File: src/rtl/mem_access_stage_pkg.sv
// Shared encodings for the memory-access pipeline stage: access sizes, FSM states,
// byte-enable patterns and the load-lane extension helper.
package mem_access_stage_pkg;

    localparam logic [1:0] SZ_BYTE = 2'b00;
    localparam logic [1:0] SZ_HALF = 2'b01;
    localparam logic [1:0] SZ_WORD = 2'b10;

    typedef enum logic [1:0] {
        ST_IDLE = 2'b00,
        ST_REQ  = 2'b01,
        ST_RESP = 2'b10
    } state_t;

    localparam logic [3:0] BE_BYTE0   = 4'b0001;
    localparam logic [3:0] BE_HALF_LO = 4'b0011;
    localparam logic [3:0] BE_HALF_HI = 4'b1100;
    localparam logic [3:0] BE_WORD    = 4'b1111;

    // Sign- or zero-extend a byte (lane[7:0]) or a half (lane[15:0]) to 32 bits.
    function automatic logic [31:0] extend_lane(input logic [15:0] lane,
                                                input logic        is_half,
                                                input logic        zero_ext);
        logic sgn;
        sgn = zero_ext ? 1'b0 : (is_half ? lane[15] : lane[7]);
        if (is_half) begin
            return {{16{sgn}}, lane};
        end else begin
            return {{24{sgn}}, lane[7:0]};
        end
    endfunction

endpackage

File: src/rtl/mem_access_stage_if.sv
// Data-memory request/response port. The stage drives it through the master
// modport; the memory side uses the slave modport.
interface mem_access_stage_if #(parameter int ADDR_W = 32);

    logic              req_valid;
    logic              req_ready;
    logic              req_we;
    logic [ADDR_W-1:0] req_addr;
    logic [31:0]       req_wdata;
    logic [3:0]        req_be;
    logic              rsp_valid;
    logic [31:0]       rsp_rdata;

    modport master (
        output req_valid, req_we, req_addr, req_wdata, req_be,
        input  req_ready, rsp_valid, rsp_rdata
    );

    modport slave (
        input  req_valid, req_we, req_addr, req_wdata, req_be,
        output req_ready, rsp_valid, rsp_rdata
    );

endinterface

File: src/rtl/mem_access_stage_lane.sv
// Combinational lane logic: store replication, byte enables, load extract/extend and
// misalign detection (active only when MEM_ALIGN_CHECK_EN is defined).
module mem_lane_align
    import mem_access_stage_pkg::*;
(
    input  logic [1:0]  i_size,
    input  logic [1:0]  i_addr_lo,
    input  logic [31:0] i_store_data,
    input  logic [31:0] i_rdata,
    input  logic        i_unsigned,
    output logic [31:0] o_wdata,
    output logic [3:0]  o_be,
    output logic [31:0] o_load_data,
    output logic        o_misalign
);

    // Lane steering; misaligned low bits simply drop out of the half/word cases.
    always_comb begin
        o_wdata     = i_store_data;
        o_be        = BE_WORD;
        o_load_data = i_rdata;
        case (i_size)
            SZ_BYTE: begin
                o_wdata     = {4{i_store_data[7:0]}};
                o_be        = BE_BYTE0 << i_addr_lo;
                o_load_data = extend_lane({8'h00, i_rdata[{i_addr_lo, 3'b000} +: 8]},
                                          1'b0, i_unsigned);
            end
            SZ_HALF: begin
                o_wdata     = {2{i_store_data[15:0]}};
                o_be        = i_addr_lo[1] ? BE_HALF_HI : BE_HALF_LO;
                o_load_data = extend_lane(i_rdata[{i_addr_lo[1], 4'b0000} +: 16],
                                          1'b1, i_unsigned);
            end
            SZ_WORD: begin
                o_wdata     = i_store_data;
                o_be        = BE_WORD;
                o_load_data = i_rdata;
            end
            default: begin
                o_wdata     = i_store_data;
                o_be        = BE_WORD;
                o_load_data = i_rdata;
            end
        endcase
    end

`ifdef MEM_ALIGN_CHECK_EN
    // Halves need an even address, words a word-aligned one.
    always_comb begin
        o_misalign = 1'b0;
        case (i_size)
            SZ_BYTE: o_misalign = 1'b0;
            SZ_HALF: o_misalign = i_addr_lo[0];
            default: o_misalign = (i_addr_lo != 2'b00);
        endcase
    end
`else
    assign o_misalign = 1'b0;
`endif

endmodule

File: src/rtl/mem_access_stage.sv
// Memory-access pipeline stage: IDLE/REQ/RESP FSM, stall generation, registered
// writeback bundle. Optional misalign exceptions with MEM_ALIGN_CHECK_EN.
module mem_access_stage
    import mem_access_stage_pkg::*;
#(
    parameter int ADDR_W = 32,
    parameter int REG_W  = 5
) (
    input  logic                  clk,
    input  logic                  rst_n,
    input  logic                  in_valid,
    input  logic [31:0]           in_alu_result,
    input  logic [31:0]           in_store_data,
    input  logic [REG_W-1:0]      in_write_reg,
    input  logic                  in_reg_write,
    input  logic                  in_mem_read,
    input  logic                  in_mem_write,
    input  logic [1:0]            in_size,
    input  logic                  in_unsigned,
    output logic                  stall,
    mem_access_stage_if.master    mem,
    output logic                  wb_valid,
    output logic [REG_W-1:0]      wb_reg,
    output logic                  wb_reg_write,
    output logic [31:0]           wb_data,
    output logic                  misalign_exc,
    output logic [31:0]           exc_addr
);

    state_t            r_state;
    logic [31:0]       r_alu;
    logic [REG_W-1:0]  r_reg;
    logic              r_reg_write;
    logic              r_is_store;
    logic [1:0]        r_size;
    logic              r_unsigned;
    logic              r_req_valid;
    logic              r_req_we;
    logic [ADDR_W-1:0] r_req_addr;
    logic [31:0]       r_req_wdata;
    logic [3:0]        r_req_be;
    logic              r_wb_valid;
    logic [REG_W-1:0]  r_wb_reg;
    logic              r_wb_reg_write;
    logic [31:0]       r_wb_data;
`ifdef MEM_ALIGN_CHECK_EN
    logic              r_misalign_exc;
    logic [31:0]       r_exc_addr;
`endif

    logic              w_is_mem;
    logic [1:0]        w_lane_size;
    logic [1:0]        w_lane_addr;
    logic [31:0]       w_wdata;
    logic [3:0]        w_be;
    logic [31:0]       w_load_data;
    logic              w_misalign;

    assign w_is_mem = in_mem_read | in_mem_write;

    // In IDLE the lane logic sees the incoming op; afterwards the latched access.
    assign w_lane_size = (r_state == ST_IDLE) ? in_size : r_size;
    assign w_lane_addr = (r_state == ST_IDLE) ? in_alu_result[1:0] : r_alu[1:0];

    mem_lane_align u_lane (
        .i_size       (w_lane_size),
        .i_addr_lo    (w_lane_addr),
        .i_store_data (in_store_data),
        .i_rdata      (mem.rsp_rdata),
        .i_unsigned   (r_unsigned),
        .o_wdata      (w_wdata),
        .o_be         (w_be),
        .o_load_data  (w_load_data),
        .o_misalign   (w_misalign)
    );

    assign stall = (r_state != ST_IDLE) || (in_valid && w_is_mem && !w_misalign);

    // Access FSM with registered request and writeback outputs.
    always_ff @(posedge clk or negedge rst_n) begin
        if (!rst_n) begin
            r_state        <= ST_IDLE;
            r_alu          <= 32'h0;
            r_reg          <= '0;
            r_reg_write    <= 1'b0;
            r_is_store     <= 1'b0;
            r_size         <= 2'b00;
            r_unsigned     <= 1'b0;
            r_req_valid    <= 1'b0;
            r_req_we       <= 1'b0;
            r_req_addr     <= '0;
            r_req_wdata    <= 32'h0;
            r_req_be       <= 4'h0;
            r_wb_valid     <= 1'b0;
            r_wb_reg       <= '0;
            r_wb_reg_write <= 1'b0;
            r_wb_data      <= 32'h0;
`ifdef MEM_ALIGN_CHECK_EN
            r_misalign_exc <= 1'b0;
            r_exc_addr     <= 32'h0;
`endif
        end else begin
            r_wb_valid <= 1'b0;
`ifdef MEM_ALIGN_CHECK_EN
            r_misalign_exc <= 1'b0;
`endif
            case (r_state)
                ST_IDLE: begin
                    if (in_valid) begin
                        r_alu       <= in_alu_result;
                        r_reg       <= in_write_reg;
                        r_reg_write <= in_reg_write;
                        r_is_store  <= in_mem_write;
                        r_size      <= in_size;
                        r_unsigned  <= in_unsigned;
                        if (!w_is_mem) begin
                            r_wb_valid     <= 1'b1;
                            r_wb_reg       <= in_write_reg;
                            r_wb_reg_write <= in_reg_write;
                            r_wb_data      <= in_alu_result;
                        end
`ifdef MEM_ALIGN_CHECK_EN
                        else if (w_misalign) begin
                            r_wb_valid     <= 1'b1;
                            r_wb_reg       <= in_write_reg;
                            r_wb_reg_write <= 1'b0;
                            r_wb_data      <= in_alu_result;
                            r_misalign_exc <= 1'b1;
                            r_exc_addr     <= in_alu_result;
                        end
`endif
                        else begin
                            r_req_valid <= 1'b1;
                            r_req_we    <= in_mem_write;
                            r_req_addr  <= {in_alu_result[ADDR_W-1:2], 2'b00};
                            r_req_wdata <= w_wdata;
                            r_req_be    <= w_be;
                            r_state     <= ST_REQ;
                        end
                    end
                end
                ST_REQ: begin
                    if (mem.req_ready) begin
                        r_req_valid <= 1'b0;
                        r_req_we    <= 1'b0;
                        if (r_is_store) begin
                            r_wb_valid     <= 1'b1;
                            r_wb_reg       <= r_reg;
                            r_wb_reg_write <= 1'b0;
                            r_wb_data      <= r_alu;
                            r_state        <= ST_IDLE;
                        end else begin
                            r_state <= ST_RESP;
                        end
                    end
                end
                ST_RESP: begin
                    if (mem.rsp_valid) begin
                        r_wb_valid     <= 1'b1;
                        r_wb_reg       <= r_reg;
                        r_wb_reg_write <= r_reg_write;
                        r_wb_data      <= w_load_data;
                        r_state        <= ST_IDLE;
                    end
                end
                default: begin
                    r_req_valid <= 1'b0;
                    r_req_we    <= 1'b0;
                    r_state     <= ST_IDLE;
                end
            endcase
        end
    end

    assign mem.req_valid = r_req_valid;
    assign mem.req_we    = r_req_we;
    assign mem.req_addr  = r_req_addr;
    assign mem.req_wdata = r_req_wdata;
    assign mem.req_be    = r_req_be;

    assign wb_valid     = r_wb_valid;
    assign wb_reg       = r_wb_reg;
    assign wb_reg_write = r_wb_reg_write;
    assign wb_data      = r_wb_data;

`ifdef MEM_ALIGN_CHECK_EN
    assign misalign_exc = r_misalign_exc;
    assign exc_addr     = r_exc_addr;
`else
    assign misalign_exc = 1'b0;
    assign exc_addr     = 32'h0;
`endif

endmodule
File: src/flat_wrapper.sv
// flat-port wrapper written by rule: the top's interface ports become plain ports
module mem_access_stage_flat import mem_access_stage_pkg::*;
#(
    parameter int ADDR_W = 32,
    parameter int REG_W  = 5
)
  (clk, rst_n, in_valid, in_alu_result, in_store_data, in_write_reg, in_reg_write, in_mem_read, in_mem_write, in_size, in_unsigned, stall, wb_valid, wb_reg, wb_reg_write, wb_data, misalign_exc, exc_addr, mem_req_valid, mem_req_we, mem_req_addr, mem_req_wdata, mem_req_be, mem_req_ready, mem_rsp_valid, mem_rsp_rdata);
  mem_access_stage_if #(.ADDR_W(ADDR_W)) mem_i ();
  input  logic clk;
  input  logic rst_n;
  input  logic in_valid;
  input  logic [31:0] in_alu_result;
  input  logic [31:0] in_store_data;
  input  logic [REG_W-1:0] in_write_reg;
  input  logic in_reg_write;
  input  logic in_mem_read;
  input  logic in_mem_write;
  input  logic [1:0] in_size;
  input  logic in_unsigned;
  output logic stall;
  output logic wb_valid;
  output logic [REG_W-1:0] wb_reg;
  output logic wb_reg_write;
  output logic [31:0] wb_data;
  output logic misalign_exc;
  output logic [31:0] exc_addr;
  output wire logic [$bits(mem_i.req_valid)-1:0] mem_req_valid;
  output wire logic [$bits(mem_i.req_we)-1:0] mem_req_we;
  output wire logic [$bits(mem_i.req_addr)-1:0] mem_req_addr;
  output wire logic [$bits(mem_i.req_wdata)-1:0] mem_req_wdata;
  output wire logic [$bits(mem_i.req_be)-1:0] mem_req_be;
  input wire logic [$bits(mem_i.req_ready)-1:0] mem_req_ready;
  input wire logic [$bits(mem_i.rsp_valid)-1:0] mem_rsp_valid;
  input wire logic [$bits(mem_i.rsp_rdata)-1:0] mem_rsp_rdata;
  assign mem_req_valid = mem_i.req_valid;
  assign mem_req_we = mem_i.req_we;
  assign mem_req_addr = mem_i.req_addr;
  assign mem_req_wdata = mem_i.req_wdata;
  assign mem_req_be = mem_i.req_be;
  assign mem_i.req_ready = mem_req_ready;
  assign mem_i.rsp_valid = mem_rsp_valid;
  assign mem_i.rsp_rdata = mem_rsp_rdata;
  mem_access_stage #(.ADDR_W(ADDR_W), .REG_W(REG_W)) u_core (.clk(clk), .rst_n(rst_n), .in_valid(in_valid), .in_alu_result(in_alu_result), .in_store_data(in_store_data), .in_write_reg(in_write_reg), .in_reg_write(in_reg_write), .in_mem_read(in_mem_read), .in_mem_write(in_mem_write), .in_size(in_size), .in_unsigned(in_unsigned), .stall(stall), .mem(mem_i), .wb_valid(wb_valid), .wb_reg(wb_reg), .wb_reg_write(wb_reg_write), .wb_data(wb_data), .misalign_exc(misalign_exc), .exc_addr(exc_addr));
endmodule
File: config.mk
export PLATFORM = sky130hd
export DESIGN_NAME = mem_access_stage_flat
export DESIGN_NICKNAME = d
export VERILOG_FILES = /design/src/rtl/mem_access_stage_pkg.sv /design/src/rtl/mem_access_stage_if.sv /design/src/rtl/mem_access_stage_lane.sv /design/src/rtl/mem_access_stage.sv /design/src/flat_wrapper.sv
export SDC_FILE = /design/constraint.sdc
export NUM_CORES = 1
export LEC_CHECK = 0
export BUFFER_PORTS_ARGS = -buffer_cell sky130_fd_sc_hd__buf_2
export CORE_UTILIZATION = 45
export DETAILED_ROUTE_END_ITERATION = 16
export PLACE_DENSITY = 0.76
export SLEW_MARGIN = 20
export SYNTH_ARGS = -nofsm -noshare
export SYNTH_HDL_FRONTEND = slang
export SYNTH_SLANG_ARGS = --single-unit
File: constraint.sdc
create_clock -name clk -period 6.5 [get_ports clk]
set_input_delay 0 -clock clk [delete_from_list [all_inputs] [get_ports clk]]
set_output_delay 0 -clock clk [all_outputs]
set_load 0.1 [all_outputs]
### After elaboration in Yosys (flattened, before gate mapping)

Index checks and enable logic that the tools add are counted.

* flip-flop bits (word level): 151
* bits of input ports: 112
* output and inout bits: 143
* word-level logic and storage cells: 86

* equality and inequality tests: 9
* shift-type cells: 3
* mux-type cells: 45
* bitwise gates (word level): 2
* reduce and logical (&&, ||, !) cells: 11

Operators with widths (number)
* two-way mux 32 bit: 5
* one-hot mux 32 bit (2 select lines): 2
* one-hot mux 32 bit (3 select lines): 1
* variable part select 32 x 6 -> 16 bit: 1
* variable part select 32 x 6 -> 8 bit: 1
* two-way mux 5 bit: 5
* two-way mux 1 bit: 17
* one-hot mux 5 bit (3 select lines): 1
* two-way mux 2 bit: 7
* one-hot mux 1 bit (3 select lines): 4
* inequality test 2 bit, second input constant: 4
* one-hot mux 4 bit (2 select lines): 1
* AND reduction 4 bit: 2
* one-hot mux 2 bit (3 select lines): 1
* AND reduction 6 bit: 1
* == test 2 x 1 -> 1 bit, second input constant: 2
* zero test 2 bit: 2
* two-way mux 4 bit: 1
* inequality test 2 x 1 -> 1 bit, second input constant: 2
* left shift 1 x 2 -> 4 bit, first input constant: 1
* AND reduction 3 bit: 1
* nonzero test 3 bit: 1
* == test 2 bit, second input constant: 1
* AND reduction 2 bit: 1
* other kinds (5): 5

### Depth between registers and ports, before layout

* word-level depth: 7
* mapped depth: 11
* depth with buffers taken out: 7

### Hierarchy

From an unflattened synthesis, not the netlist that was laid out.

* cell total of the unflattened synthesis: 681
* area total of the unflattened synthesis: 8106.5 sq um

By module, submodules not included
* mem_access_stage: times used 1, cells each 508, area an instance 6804.0 sq um, sequential area each 3778.6 sq um
* mem_lane_align: times used 1, cells each 173, area an instance 1302.5 sq um, sequential area each 0.0 sq um

### Least setup slack after synthesis

OpenSTA, ideal clock, no wires.

* path kind: register to register
* from: register u_core.r_state[0]
* to: register u_core.r_wb_data[6], in the netlist u_core.wb_data[6]
* library setup time: 133 ps
* data arrival time: 2031 ps
* data required time: 6367 ps
* path slack: 4337 ps
* stages on the path, launching flop included: 9
* buffers on the path: 2
* clock period less this slack: 2163 ps
* cell sequence: dfrtp_1 -> inv_1 -> ha_1 -> buf_6 -> mux2i_4 -> buf_6 -> mux2_1 -> a221oi_1 -> o22ai_1

* cells in the longest elaborated chain, start to end: 6
* elaborated cells between the ends (all ways): 19
* those cells by class: 8 x eq/ne; 2 x shift; 5 x mux; 4 x reduce/logical

Ends and longest elaborated chain
* start, declared: line mem_access_stage.sv:30 `state_t r_state;`
* start signal, assigned: line mem_access_stage.sv:82 `r_state <= ST_IDLE;`
* start signal, assigned: line mem_access_stage.sv:138 `r_state <= ST_REQ;`
* start signal, assigned: line mem_access_stage.sv:151 `r_state <= ST_IDLE;`
* zero test 2 bit: line mem_access_stage.sv:62, mem_access_stage.sv:63, mem_access_stage.sv:107
* two-way mux 2 bit (on tied branches): line mem_access_stage.sv:63, mem_access_stage.sv:62
* variable part select 32 x 6 -> 16 bit (tied with other cells): line mem_access_stage_lane.sv:32 `o_load_data = extend_lane(i_rdata[{i_addr_lo[1], 4'b0000} +: 16],`
* one-hot mux 32 bit (2 select lines): line mem_access_stage_lane.sv:22 `case (i_size)`
* two-way mux 32 bit: line mem_access_stage.sv:158 `if (mem.rsp_valid) begin`
* one-hot mux 32 bit (3 select lines): line mem_access_stage.sv:107 `case (r_state)`
* end signal, assigned: line mem_access_stage.sv:120 `r_wb_data <= in_alu_result;`
* end signal, assigned: line mem_access_stage.sv:150 `r_wb_data <= r_alu;`
* end signal, assigned: line mem_access_stage.sv:162 `r_wb_data <= w_load_data;`
* end, declared: line mem_access_stage.sv:45 `logic [31:0] r_wb_data;`

Several ways; a longest one is shown, not always the timed one. The select of a mux whose other input is x is not followed.
A chain may end at the register's enable or synchronous reset.

### Worst setup path in the final report

Ends and elaborated chain as after synthesis.

==> impl_metrics.toml <==
[place]
dp_hpwl_mm = 15.90
port_buffers = 219
gp_congestion = 0.9196

[setup_path]
crit_path_end_kind = "register"
arrival_ns = 4.09
crit_chain = "inv_1 > ha_2 > mux2i_4 > mux2_1 > a221oi_1 > dlygate4sd3_1 > o22ai_1 > dlygate4sd3_1"
path_common_cell = "dlygate4sd3_1"
worstSetupPathType = "register to register"
critical_path.max_fanout = 25
worst_setup_path_start_kind = "register"
max_stage_delay_ns = 0.61
critPathSlowestCell = "mux2i_4"
cp_data_required_time_ns = 6.80
r2r_slack_ns = 2.71

[die]
start_util_pct = 46.04
io_pins = 255
die_h_um = 134.8
coreArea_mm2 = 0.01724
die_w_um = 134.8
core.rowCount = 48
die_area_mm2 = 0.01817

[worst_hold_path]
min_path_type = "input port to register"

[global_routing]
track_usage_pct = 27.60
antenna_found_initial = 1
grt-ovfl-total = 0
grt_pass1_vias = 7315
grt_pass1_wl_mm = 38.70
grt_max_degree = 81

[clock_network]
clk-insertion-delay-late_ns = 0.42
cts_hold_buffers = 122
htreeDepth = 4
clock_sinks = 151
clk_pin_slew_ns = 0.06
cts_buffer_depth = 2
ctsResizeCount = 0
cts_tree = "done"
root_buffer = "clkbuf_16"
cts_buffers = 17
cts_setup_buffers = 0

[timing]
slew_headroom_pct = 29.28
tightest_slew_ns = 1.058
drv_slew = 0
fin_setup_tns_ns = 0
hold_violations = 0
finalSetupViolCount = 0
min_period_ns = 3.789
fmax_mhz = 263.9
rsz0062_at_grt = "false"
clock_skew_ns = 0.01608
period_share_pct = 58.30

[synthesis]
yosysTopAreaCell = "dfrtp_1"
yosysSeqAreaShare_pct = 47.61
synth_top_flop_cell = "dfrtp_1"
synth_top_area_share_pct = 47.61
netlist_instances = 758
synth_edf_count = 0
ys_seq_elements = 151
synth_cell_type_count = 60
async_reset_ff_share_pct = 100.0
syn-cell-area_mm2 = 0.007936
synth_commonest_cells = "dfrtp_1, nand2_1, o21ai_0"
synth_area_per_cell_um2 = 10.47
yosysWarnings = 0
synth_area_leaders = "dfrtp_1, mux2_2, mux2i_1"
synth.most_common_cell = "dfrtp_1"

[drt]
drtIter0Drc = 702
vias_per_cell = 5.587
ant_nets = 0
dr.pass1.iters = 7
route.vias.total = 7330
remaining_drc_errors = 0
route.detailed.wl_per_inst_um = 18.81
wirelength_mm = 24.67

[cells_and_area]
multiInputGateArea_mm2 = 0.003697
area_delta_synth_final_pct = 36.35
layout.nets = 1190
ff_latch_area_mm2 = 0.003779
nFillCells = 1326
drive_gt1_share_pct = 30.94

[run_status]
status = "finished clean"

[flow_run]
maxCapViolCount = 0
[area by class of cell]
type,instances,area share [%]
Multi-Input combinational cell,532,34.17
Clock inverter,7,1.110
Inverter,23,0.7978
Tap cell,225,2.601
Antenna cell,1,0.02312
Clock buffer,24,4.359
Sequential cell,151,34.92
Timing Repair Buffer,349,22.03
[cell families after synthesis]
| group | Yosys count | synth area share (%) |
|---|---|---|
| AOI/OAI and AO/OA | 242 | 20.86 |
| adders and majority gates | 4 | 0.6306 |
| other | 1 | 0.04725 |
| muxes | 107 | 14.80 |
| and+or+nand+nor | 144 | 8.545 |
| DFF | 151 | 47.61 |
| buffers and inverters | 109 | 7.504 |
[path summary, 6_finish.rpt]
check / cells past startpoint / start / end
min in group asynchronous: 2 / rst_n / u_core.mem.req_wdata[20]
hold / removal: 3 / mem_rsp_rdata[21] / u_core.wb_data[21]
setup / recovery: 8 / u_core.r_state[0] / u_core.wb_data[6]
setup reg to reg: 8 / u_core.r_state[0] / u_core.wb_data[6]
hold reg to reg: 2 / u_core.mem.req_be[1] / u_core.mem.req_be[1]
max in group asynchronous: 3 / rst_n / u_core.r_alu[22]
[cells in the final DEF (no fill, tap or decap), types with 8 or more instances in the layout]
cell type      netlist  layout
a21oi_1             27      27
a221oi_1            22      22
a222oi_1             9       9
a22o_1               9       9
buf_2               14     218
buf_4               35       8
clkbuf_16            0      17
conb_1               1      35
dfrtp_1            151     151
dlygate4sd3_1        0     122
inv_1               22      22
mux2_2              51      51
mux2i_1             47      47
nand2_1            100      99
nor2_1              14      14
o21ai_0             74      74
o21ai_1             19      19
o22ai_1             31      31
o31ai_2             10      10
[routing by layer]
layer  part of all wire (%)  GRT usage [%]
met5                      0              0
met4                    3.2          13.05
met3                    8.8          7.695
met2                     47          42.87
met1                     41          35.69
[through the flow]
step	instance area, µm²	hold WS, ns	std cells	setup WS [ns]	utilization (%)
after floorplan	8064	-0.2956	792	4.337	-
after global placement	9004	0.07177	1158	3.318	52.24
after detailed placement	9004	0.07562	1158	3.200	52.24
after CTS	10820	0.003654	1311	2.439	62.75
after global routing	10820	0.01226	1312	2.597	62.78
final	10820	0.02145	1312	2.711	62.78
[critical path: cells and delay by family (launching register included)]
family	cells	cell delay, ns
flops	1	0.41
fa+ha+maj	1	0.58
mux	2	0.99
buf+inv	3	1.29
compound gates	2	0.38
Power is not shown: default switching activity piles up to over one toggle a cycle in this logic, so the estimate is an artifact.
